<file path="src/rtl/color_sequencer.sv">
// ============================================================================
// Module   : color_sequencer
// Brief    : Palette index/colour sequencer with dwell, ping-pong, manual
//            step and freeze modes for the breathing-light datapath.
// Revision : 1.0
// ============================================================================
`default_nettype none

module color_sequencer #(
  parameter int N_COLORS = 6,
  parameter int IDX_W    = 3,
  parameter int COLOR_W  = 3,
  parameter int HOLD_W   = 8,
  // PURPLE, BLUE, GREEN, YELLOW, ORANGE, RED (entry 0 in the LSBs)
  parameter logic [N_COLORS*COLOR_W-1:0] PALETTE = {3'd6, 3'd5, 3'd4, 3'd3, 3'd2, 3'd1}
) (
  input  logic               clk_div_i,
  input  logic               rst_ni,
  input  logic               en_i,
  input  logic [1:0]         mode_i,
  input  logic               step_i,
  input  logic [HOLD_W-1:0]  hold_i,
  output logic [IDX_W-1:0]   idx_o,
  output logic [COLOR_W-1:0] color_o,
  output logic               dir_o,
  output logic               wrap_o
);

  localparam logic [1:0]       c_MODE_FWD  = 2'b00;
  localparam logic [1:0]       c_MODE_PING = 2'b01;
  localparam logic [1:0]       c_MODE_MAN  = 2'b10;
  localparam logic [IDX_W-1:0] c_LAST      = IDX_W'(N_COLORS - 1);

  logic [IDX_W-1:0]   r_idx;
  logic [COLOR_W-1:0] r_color;
  logic               r_dir;
  logic               r_wrap;
  logic [HOLD_W-1:0]  r_cnt;
  logic [1:0]         r_mode;
  logic               r_mode_vld;

  logic               w_dwell_mode;
  logic               w_mode_chg;
  logic               w_adv;
  logic               w_up;
  logic [IDX_W-1:0]   w_nxt_pp;
  logic               w_dir_pp;
  logic [IDX_W-1:0]   w_nxt_fwd;
  logic [IDX_W-1:0]   w_nxt_idx;
  logic [COLOR_W-1:0] w_nxt_color;

  assign w_dwell_mode = (mode_i == c_MODE_FWD) || (mode_i == c_MODE_PING);
  // r_mode_vld keeps the first cycle after reset from looking like a mode change
  assign w_mode_chg   = r_mode_vld && (mode_i != r_mode);
  // >= also covers a dwell counter stranded above a freshly lowered hold_i
  assign w_adv        = en_i && ((w_dwell_mode && (r_cnt >= hold_i)) ||
                                 ((mode_i == c_MODE_MAN) && step_i));

  // Bounce at either end, including entering ping-pong while sitting at the top
  assign w_up      = r_dir ? (r_idx != c_LAST) : (r_idx == '0);
  assign w_nxt_pp  = w_up ? r_idx + 1'b1 : r_idx - 1'b1;
  assign w_dir_pp  = w_up ? (w_nxt_pp != c_LAST) : (w_nxt_pp == '0);
  assign w_nxt_fwd = (r_idx == c_LAST) ? '0 : r_idx + 1'b1;
  assign w_nxt_idx = (mode_i == c_MODE_PING) ? w_nxt_pp : w_nxt_fwd;

  always_comb begin
    w_nxt_color = '0;
    for (int k = 0; k < N_COLORS; k++) begin
      if (w_nxt_idx == IDX_W'(k)) w_nxt_color = PALETTE[k*COLOR_W +: COLOR_W];
    end
  end

  always_ff @(posedge clk_div_i or negedge rst_ni) begin
    if (!rst_ni) begin
      r_idx      <= '0;
      r_color    <= PALETTE[COLOR_W-1:0];
      r_dir      <= 1'b1;
      r_wrap     <= 1'b0;
      r_cnt      <= '0;
      r_mode     <= c_MODE_FWD;
      r_mode_vld <= 1'b0;
    end else begin
      r_mode     <= mode_i;
      r_mode_vld <= 1'b1;
      r_wrap     <= w_adv && (w_nxt_idx == '0) && (r_idx != '0);
      if (en_i) begin
        if (w_mode_chg || !w_dwell_mode || w_adv) r_cnt <= '0;
        else                                      r_cnt <= r_cnt + 1'b1;
      end
      if (w_adv) begin
        r_idx   <= w_nxt_idx;
        r_color <= w_nxt_color;
      end
      if (mode_i != c_MODE_PING) r_dir <= 1'b1;
      else if (w_adv)            r_dir <= w_dir_pp;
    end
  end

  assign idx_o   = r_idx;
  assign color_o = r_color;
  assign dir_o   = r_dir;
  assign wrap_o  = r_wrap;

endmodule

`default_nettype wire

</file>
<file path="config.mk">
export PLATFORM = sky130hd
export DESIGN_NAME = color_sequencer
export DESIGN_NICKNAME = d
export VERILOG_FILES = /design/src/rtl/color_sequencer.sv
export SDC_FILE = /design/constraint.sdc
export NUM_CORES = 1
export LEC_CHECK = 0
export CORE_MARGIN = 2
export CORE_UTILIZATION = 56
export DETAILED_ROUTE_END_ITERATION = 16
export PLACE_DENSITY = 0.87
export SLEW_MARGIN = 15
export SYNTH_ARGS = -nofsm -noshare
export SYNTH_HDL_FRONTEND = slang
export SYNTH_SLANG_ARGS = --single-unit
</file>
<file path="constraint.sdc">
create_clock -name clk_div_i -period 3.5 [get_ports clk_div_i]
set_input_delay 0.525 -clock clk_div_i [delete_from_list [all_inputs] [get_ports clk_div_i]]
set_output_delay 0.525 -clock clk_div_i [all_outputs]
set_load 0.05 [all_outputs]
</file>
# ---- Word level (Yosys, flattened, before mapping)
# Cells that the tools add are included.
dict set report classes {
  n_addsub 3
  order_cmp 1
  eq_ne 12
  muxes 14
  n_reduce_logical 17
}
# cell n
set ops {}
lappend ops {{3-bit two-way mux} 7}
lappend ops {{3-bit == test, second input constant} 3}
lappend ops {{3-bit logical NOT} 3}
lappend ops {{8-bit by 1-bit adder with 8-bit output, second input constant} 1}
lappend ops {{8-bit >= comparator} 1}
lappend ops {{8-bit two-way mux} 1}
lappend ops {{3-bit by 2-bit == test with 1-bit output, second input constant} 2}
lappend ops {{1-bit logical AND} 6}
lappend ops {{3-bit != test, second input constant} 2}
lappend ops {{1-bit two-way mux} 5}
lappend ops {{1-bit logical OR} 4}
lappend ops {{3-bit by 1-bit adder with 3-bit output, second input constant} 1}
lappend ops {{3-bit by 1-bit == test with 1-bit output, second input constant} 1}
lappend ops {{3-bit nonzero test} 1}
lappend ops {{3-bit by 1-bit subtractor with 3-bit output, second input constant} 1}
lappend ops {{2-bit by 1-bit == test with 1-bit output, second input constant} 1}
lappend ops {{2-bit == test, second input constant} 1}
lappend ops {{2-bit logical NOT} 1}
lappend ops {{2-bit two-way mux} 1}
lappend ops {{2-bit by 1-bit != test with 1-bit output, second input constant} 1}
lappend ops {{2-bit != test} 1}
lappend ops {{2-bit nonzero test} 1}
lappend ops {{1-bit logical NOT} 1}
dict set report word_totals {
  regBits 19
  inputBits 14
  out_inout_bits 8
  wordCells 54
}

# ---- Depth between registers and ports, before layout
# Gate-level depths: netlist (run 1).
dict set report logic_depth {
  depth_word 11
  depth_mapped 7
  mapped_depth_nobuf 7
}

# ---- Worst setup path after synthesis (run 1)
# OpenSTA, ideal clock, no wires.
dict set report synth_timing {
  path_kind {register to register}
  startpoint {register r_idx[0], in the netlist idx_o[0]}
  endpoint {register r_idx[2], in the netlist idx_o[2]}
  setup_time_ps 125
  arrival_time_ps 2402
  required_time_ps 3375
  slack_ps 973
  path_stages_with_launch 8
  path_buffers 0
  synth_period_minus_slack_ps 2527
  cell_sequence {dfrtp_1 inv_1 ha_1 o21ba_4 or3_4 a311oi_4 nand2_2 mux2_2}
}
dict set report synth_between {
  elab_chain_len 4
  word_cells_on_any_way 9
  cone_classes {add/sub: 2; eq/ne: 2; mux: 4; reduce/logical: 1}
}
# element line_no
set synth_rtl {}
lappend synth_rtl {{start, declared} 34} ;# logic [IDX_W-1:0] r_idx;
lappend synth_rtl {{start signal, assigned} 91} ;# r_idx <= w_nxt_idx;
lappend synth_rtl {{branches (longest 3 deep; another with 3-bit by 1-bit adder with 3-bit output)} n/a}
lappend synth_rtl {{3-bit two-way mux (*)} 64} ;# assign w_nxt_idx = (mode_i == c_MODE_PING) ? w_nxt_pp : w_nxt_fwd;
# Every way passes the cells marked *.
# A chain may end at the register's enable or synchronous reset.

# ---- Worst setup path in the final report (run 1)
dict set report layout_timing {
  startpoint {input hold_i[0]}
  endpoint {register r_cnt[3]}
}
dict set report layout_between {
  elab_chain_len 6
}
# element line_no
set layout_rtl {}
lappend layout_rtl {{start, declared} 22} ;# input logic [HOLD_W-1:0] hold_i,
lappend layout_rtl {{8-bit >= comparator} 56} ;# assign w_adv = en_i && ((w_dwell_mode && (r_cnt >= hold_i)) ||
lappend layout_rtl {{1-bit logical AND} 56}
lappend layout_rtl {{1-bit logical OR} 56}
lappend layout_rtl {{1-bit logical AND} 56}
lappend layout_rtl {{1-bit logical OR} 87} ;# if (w_mode_chg || !w_dwell_mode || w_adv) r_cnt <= '0;
lappend layout_rtl {{8-bit two-way mux} 87}
lappend layout_rtl {{end signal, assigned} 88} ;# else r_cnt <= r_cnt + 1'b1;
lappend layout_rtl {{end, declared} 38} ;# logic [HOLD_W-1:0] r_cnt;
# No other way between the ends.

==> results.py, run 1 <==
metrics = {
    "outcome": {
        "status": "complete, no violations",
    },
    "setup_path": {
        "critPathMaxFanout": 7,
        "critical_path_class": "in2reg",
        "slowest_delay_ns": 0.56,
        "required_ns": 3.72,
        "rrSetupSlack_ns": 1.17,
        "startpoint_type": "input port",
        "path_cells": "clkdlybuf4s50_1, ha_1, nand2b_1, a2111oi_1, o31ai_1, o41a_1, o21ai_0",
        "crit_arrival_ns": 2.73,
        "cpMaxStageDelayCell": "a2111oi_1",
        "endpoint_kind": "flip-flop",
    },
    "clock_tree": {
        "cts_setup_buffers": 0,
        "cts_root_buffer": "clkbuf_4",
        "cts_tree": "built",
        "clkSinkCount": 19,
        "clk_latency_ns": 0.29,
        "cts_hold_repair.buffers": 0,
        "clockBufferDepth": 2,
        "cts_resized": 0,
        "h-tree-depth": 1,
        "clkTransAtPathRegs_ns": 0.10,
        "cts_buffers": 3,
    },
    "synthesis": {
        "synth_area_um2": 1320,
        "synth_cell_types": 44,
        "synth_nets": 168,
        "synth_area_leaders": "dfrtp_1 32%, ha_1 12%, dfstp_2 4.0%",
        "synth.top_cells.by_count": "17 x dfrtp_1, 14 x inv_1, 13 x ha_1",
        "synthArstFlopShare": 1.000,
        "synth-edff-count": 0,
        "synth_warnings": 0,
        "seq_area_frac_synth": 0.3621,
        "yosysMostFrequentCell": "dfrtp_1",
        "avgSynthCellArea_um2": 9.362,
        "ys_seq_elements": 19,
        "synth_top_area_share": 0.3223,
        "synth_top_flop_cell": "dfrtp_1",
        "synth_largest_area_cell": "dfrtp_1",
        "synthCells": 141,
    },
    "floorplan": {
        "coreArea_um2": 2212,
        "boundaryPins": 22,
        "die_y_um": 52.55,
        "std_cell_rows": 17,
        "dieArea_um2": 2762,
        "start_util": 0.5967,
        "die_w_um": 52.55,
    },
    "route": {
        "wl_met1_um": 1126,
        "met3_length_um": 117,
        "drt_iter0_drc": 19,
        "wl_per_cell_um": 14.29,
        "drc": 0,
        "postRouteAntennaNets": 0,
        "vias": 1126,
        "met2_length_um": 1477,
        "wl_um": 2743,
        "vias_per_cell": 5.865,
        "highest_layer": "met4",
        "drtPass1Iterations": 4,
    },
    "grt": {
        "antenna_found_initial": 0,
        "grt_pass1_wl_um": 4588,
        "grt_use_total": 0.2293,
        "grt_pass1_vias": 1105,
        "grt-ovfl-total": 0,
        "grt_max_degree": 20,
    },
    "timing": {
        "final_hold_viol_count": 0,
        "slew_viol_final": 0,
        "slew_headroom": 0.4422,
        "fmax_mhz": 398.6,
        "period_share": 0.7169,
        "layout_min_cycle_time_ns": 2.509,
        "fin_worst_skew_ns": 0.0005723,
        "rsz0062_at_grt": "no",
        "setup-tns-final_ns": 0,
        "setup_violations": 0,
        "worstMarginPinSlew_ns": 0.8340,
    },
    "min_path": {
        "hold_class": "reg2reg",
    },
    "place": {
        "gp_congestion": 0.8717,
        "port_buffers": 21,
        "dp.cells": 188,
        "hpwl_um": 2139,
    },
    "finish": {
        "post-route-util": 0.7144,
        "nNetsFinal": 192,
        "instances_no_fill": 192,
        "fillers": 183,
        "layout-drive-gt1-share": 0.07927,
        "area_growth_pct": 19.72,
        "insertedDiodeCount": 0,
    },
    "power_and_ir_drop": {
        "cellLeakagePower_uw": 0.0006668,
        "peakVddDrop_v": 0.0004601,
        "p_per_area_nw_per_um2": 576.1,
    },
    "flow_run": {
        "maxCapViolCount": 0,
    },
}
## final cells by class
class                   count  area [um^2]  area share
multi-input cells         106        778.2      0.4925
repair buffers             21        210.2      0.1330
inverters                  14        52.55     0.03325
clock buffers               4        26.28     0.01663
flip-flops and latches     19        478.0      0.3025
well taps                  28        35.03     0.02217
## power by group
group          switching (uW)  internal, uW
Combinational             312           194
Clock                    63.4          44.3
Sequential               37.8           260
Total                     413           498
## flip-flops by register name, summed over array words and instances, names as in the netlist
signal / flops
r_cnt: 8
color_o: 3
idx_o: 3
r_mode: 2
dir_o: 1
r_mode_vld: 1
wrap_o: 1
## critical path, delay by kind of cell
kind                       cells  cell delay [ns]
AOI/OAI and AO/OA              4             1.39
adders and majority gates      1             0.28
buffers and inverters          1             0.40
and+or+nand+nor                1             0.14
## layout by cell type, fill, tap and decap left out, drive strengths merged, types with 2 or more instances in the layout
| master | instances |
|---|---|
| nand2 | 10 |
| o211ai | 2 |
| xor2 | 3 |
| nor2 | 6 |
| dfstp | 2 |
| or3 | 2 |
| o31ai | 3 |
| a21oi | 9 |
| nand3 | 5 |
| inv | 14 |
| ha | 13 |
| nor3 | 3 |
| clkbuf | 4 |
| nor2b | 3 |
| a31oi | 3 |
| xnor2 | 2 |
| nor4 | 2 |
| nand4 | 5 |
| a21boi | 2 |
| clkdlybuf4s50 | 21 |
| nand2b | 6 |
| dfrtp | 17 |
| o21ai | 10 |
## path summary, 6_finish.rpt
check,from,depth (start not counted),end
hold reg to reg,color_o[0],2,color_o[0]
max in group asynchronous,rst_ni,1,r_cnt[0]
min in group asynchronous,rst_ni,1,idx_o[1]
setup / recovery,hold_i[0],7,r_cnt[3]
setup reg to reg,idx_o[0],7,wrap_o
hold / removal,color_o[0],2,color_o[0]
## metal layers
layer,vias to the layer above,global-route usage
li1,559,-
met1,533,0.2486
met2,30,0.4271
met3,4,0.02857
met4,0,0.1197
met5,-,0
## stage by stage
step           power, uW  area (um^2)  hold WS (ns)  setup slack, ns
2_1_floorplan      669.2         1320        0.2294           0.9730
3_3_place_gp       794.9         1554        0.4964           0.7358
3_5_place_dp       803.8         1554        0.5007           0.7311
4_1_cts            914.2         1580        0.5154            1.036
5_1_grt            972.7         1580        0.5280           0.8218
6_report           910.4         1580        0.5101           0.9910
## logic make-up (layout without fill, tap and decap cells)
kind of cell    count (synthesis)  after routing  share of synthesized area
compound gates                 39             39                     0.2104
xor+xnor                        5              5                    0.03318
fa+ha+maj                      13             13                     0.1232
buf+inv                        16             39                    0.04834
flops                          19             19                     0.3621
mux                             2              2                    0.01895
other cells                     1              1                   0.002841
simple gates                   46             46                     0.2009
No activity file was read; power rests on OpenSTA's default activity.
==> run 2, diff against run 1 <==
--- a/config.mk
+++ b/config.mk
@@ -6,9 +6,9 @@
 export NUM_CORES = 1
 export LEC_CHECK = 0
 export CORE_MARGIN = 2
-export CORE_UTILIZATION = 56
+export CORE_UTILIZATION = 47
 export DETAILED_ROUTE_END_ITERATION = 16
-export PLACE_DENSITY = 0.87
+export PLACE_DENSITY = 0.79
 export SLEW_MARGIN = 15
 export SYNTH_ARGS = -nofsm -noshare
 export SYNTH_HDL_FRONTEND = slang
==> constraint.sdc (replaced) <==
create_clock -name clk_div_i -period 2.09 [get_ports clk_div_i]
set_input_delay 0.3135 -clock clk_div_i [delete_from_list [all_inputs] [get_ports clk_div_i]]
set_output_delay 0.3135 -clock clk_div_i [all_outputs]
set_load 0.05 [all_outputs]
==> run 2 against run 1 <==
Against the previous run:
- flip-flop and latch count unchanged
- global-route usage decreased by 3.1 points
- routed wire length increased by 11%
- power increased by 83%
- sequential share of layout area decreased by 3.5 points
- critical path type is now reg2reg
- critical endpoint is now color_o[2]
==> results.py, run 2 (same netlist as run 1, synthesis figures left out) <==
metrics = {
    "power_and_ir_drop": {
        "swShare": 0.4389,
        "p_sw_uw": 730.9,
        "cellLeakagePower_uw": 0.0007635,
        "clkPwrFrac": 0.111,
        "combPwrFrac": 0.588,
        "internal_power_uw": 934.6,
        "p_per_area_nw_per_um2": 927.6,
        "seqPwrFrac": 0.302,
        "peakVddDrop_v": 0.0007422,
    },
    "route": {
        "vias_per_cell": 5.581,
        "wl_um": 3036,
        "drt_iter0_drc": 27,
        "drc": 0,
        "drtPass1Iterations": 4,
        "wl_per_cell_um": 14.12,
        "postRouteAntennaNets": 0,
        "vias": 1200,
    },
    "finish": {
        "regMostFlops": "r_cnt",
        "final_cell_mix": "21 x clkdlybuf4s50_1, 20 x buf_4, 15 x dfrtp_1",
        "fillers": 231,
        "multi_input_area_um2": 837.1,
        "regArea_um2": 480.5,
        "layout-drive-gt1-share": 0.2446,
        "fin_area_um2": 1795,
        "final_common_cell": "clkdlybuf4s50_1",
        "area_growth_pct": 36.02,
        "largest_reg_flops": 8,
        "nNetsFinal": 212,
        "insertedDiodeCount": 0,
    },
    "timing": {
        "setup_violations": 0,
        "worstMarginPinSlew_ns": 0.4952,
        "slew_headroom": 0.6668,
        "layout_min_cycle_time_ns": 2.039,
        "period_share": 0.9754,
        "fin_worst_skew_ns": 0.01089,
        "fmax_mhz": 490.5,
        "final_hold_viol_count": 0,
        "rsz0062_at_grt": "yes",
        "setup-tns-final_ns": 0,
        "slew_viol_final": 0,
    },
    "floorplan": {
        "boundaryPins": 22,
        "std_cell_rows": 19,
        "die_w_um": 57.00,
        "start_util": 0.4871,
        "die_y_um": 57.00,
        "dieArea_um2": 3248,
        "coreArea_um2": 2710,
    },
    "setup_path": {
        "crit_arrival_ns": 2.27,
        "critical_path_class": "reg2reg",
        "rrSetupSlack_ns": 0.05,
        "r2r-end": "color_o[2]",
        "critPathMaxFanout": 6,
        "r2r.worst_path.cells": 8,
        "rr_startpoint": "idx_o[0]",
        "startpoint_type": "flip-flop",
        "endpoint_kind": "flip-flop",
        "required_ns": 2.32,
    },
    "clock_tree": {
        "cts_hold_repair.buffers": 0,
        "cts_tree": "built",
        "cts_buffers": 3,
        "clkSinkCount": 19,
        "h-tree-depth": 1,
        "clk_latency_ns": 0.30,
        "clockBufferDepth": 2,
        "clkTransAtPathRegs_ns": 0.11,
        "cts_root_buffer": "clkbuf_4",
    },
    "flow_run": {
        "maxCapViolCount": 0,
    },
    "grt": {
        "grt_use_total": 0.1983,
        "grt_max_degree": 20,
        "grt_pass1_wl_um": 5064,
        "grt-ovfl-total": 0,
        "antenna_found_initial": 0,
        "grt_pass1_vias": 1230,
    },
    "place": {
        "port_buffers": 21,
        "hpwl_um": 2364,
        "place_area_um2": 1715,
        "gp_congestion": 0.8579,
    },
    "min_path": {
        "hold_class": "in2async",
    },
    "outcome": {
        "status": "complete, no violations",
    },
}
run 2: metrics by stage:
| step | setup slack [ns] | hold slack (ns) | power, uW | util | cells |
|---|---|---|---|---|---|
| after global placement | -0.3162 | 0.5009 | 1432 | 0.6330 | 210 |
| after detailed placement | -0.4171 | 0.4927 | 1458 | 0.6330 | 210 |
| final | 0.05134 | 0.3352 | 1665 | 0.6625 | 215 |
| after CTS | 0.0004170 | 0.3430 | 1652 | 0.6477 | 214 |
| after floorplan | -0.07008 | 0.01791 | 1153 | - | 141 |
| after global routing | -0.03856 | 0.3716 | 1776 | 0.6625 | 215 |
run 2: per-layer routing:
layer / global-route usage / part of all wire / vias to the layer above
met5: 0 / 0 / -
met4: 0.09635 / 0.024 / 0
met3: 0.03628 / 0.039 / 8
met2: 0.3547 / 0.53 / 32
met1: 0.2266 / 0.41 / 562
li1: - / - / 598
run 2: worst max path at each step:
stage	start	endpoint	slack (ns)
5_1_grt	idx_o[0]	color_o[2]	-0.04
3_5_place_dp	hold_i[7]	wrap_o	-0.42
4_1_cts	hold_i[7]	idx_o[2]	0.0004
3_3_place_gp	hold_i[0]	r_cnt[3]	-0.32
2_1_floorplan	idx_o[0]	idx_o[2]	-0.07
6_report	idx_o[0]	color_o[2]	0.05
run 2: layout make-up:
class                           count  area share
Clock buffer                        4     0.01463
Inverter                           14     0.02927
Multi-Input combinational cell    106      0.4662
Sequential cell                    19      0.2676
Tap cell                           31     0.02160
Timing Repair Buffer               41      0.2007
run 2: what timing repair did:
| item | 4_1_cts | 5_1_grt |
|---|---|---|
| gates resized for setup | 3 | 6 |
| setup buffers | 0 | 1 |
| endpoints found under the setup margin | 9 | 16 |
| pin swaps | 0 | 3 |
run 2: power by group through the flow:
stage               sequential [uW]  combinational (uW)  clock [uW]
floorplan                       683                 471           0
global placement                507                 925           0
detailed placement              509                 949           0
CTS                             505                 957         190
global route                    515                1050         207
finish                          502                 979         184
run 2: critical path, cell delays in order, from the launching register on:
cell and delay (ns):
dfrtp_2 0.44, inv_2 0.08, ha_4 0.16, o21ba_4 0.22
or3_4 0.37, a311oi_4 0.26, buf_4 0.18, nand4_1 0.09
a31oi_1 0.17
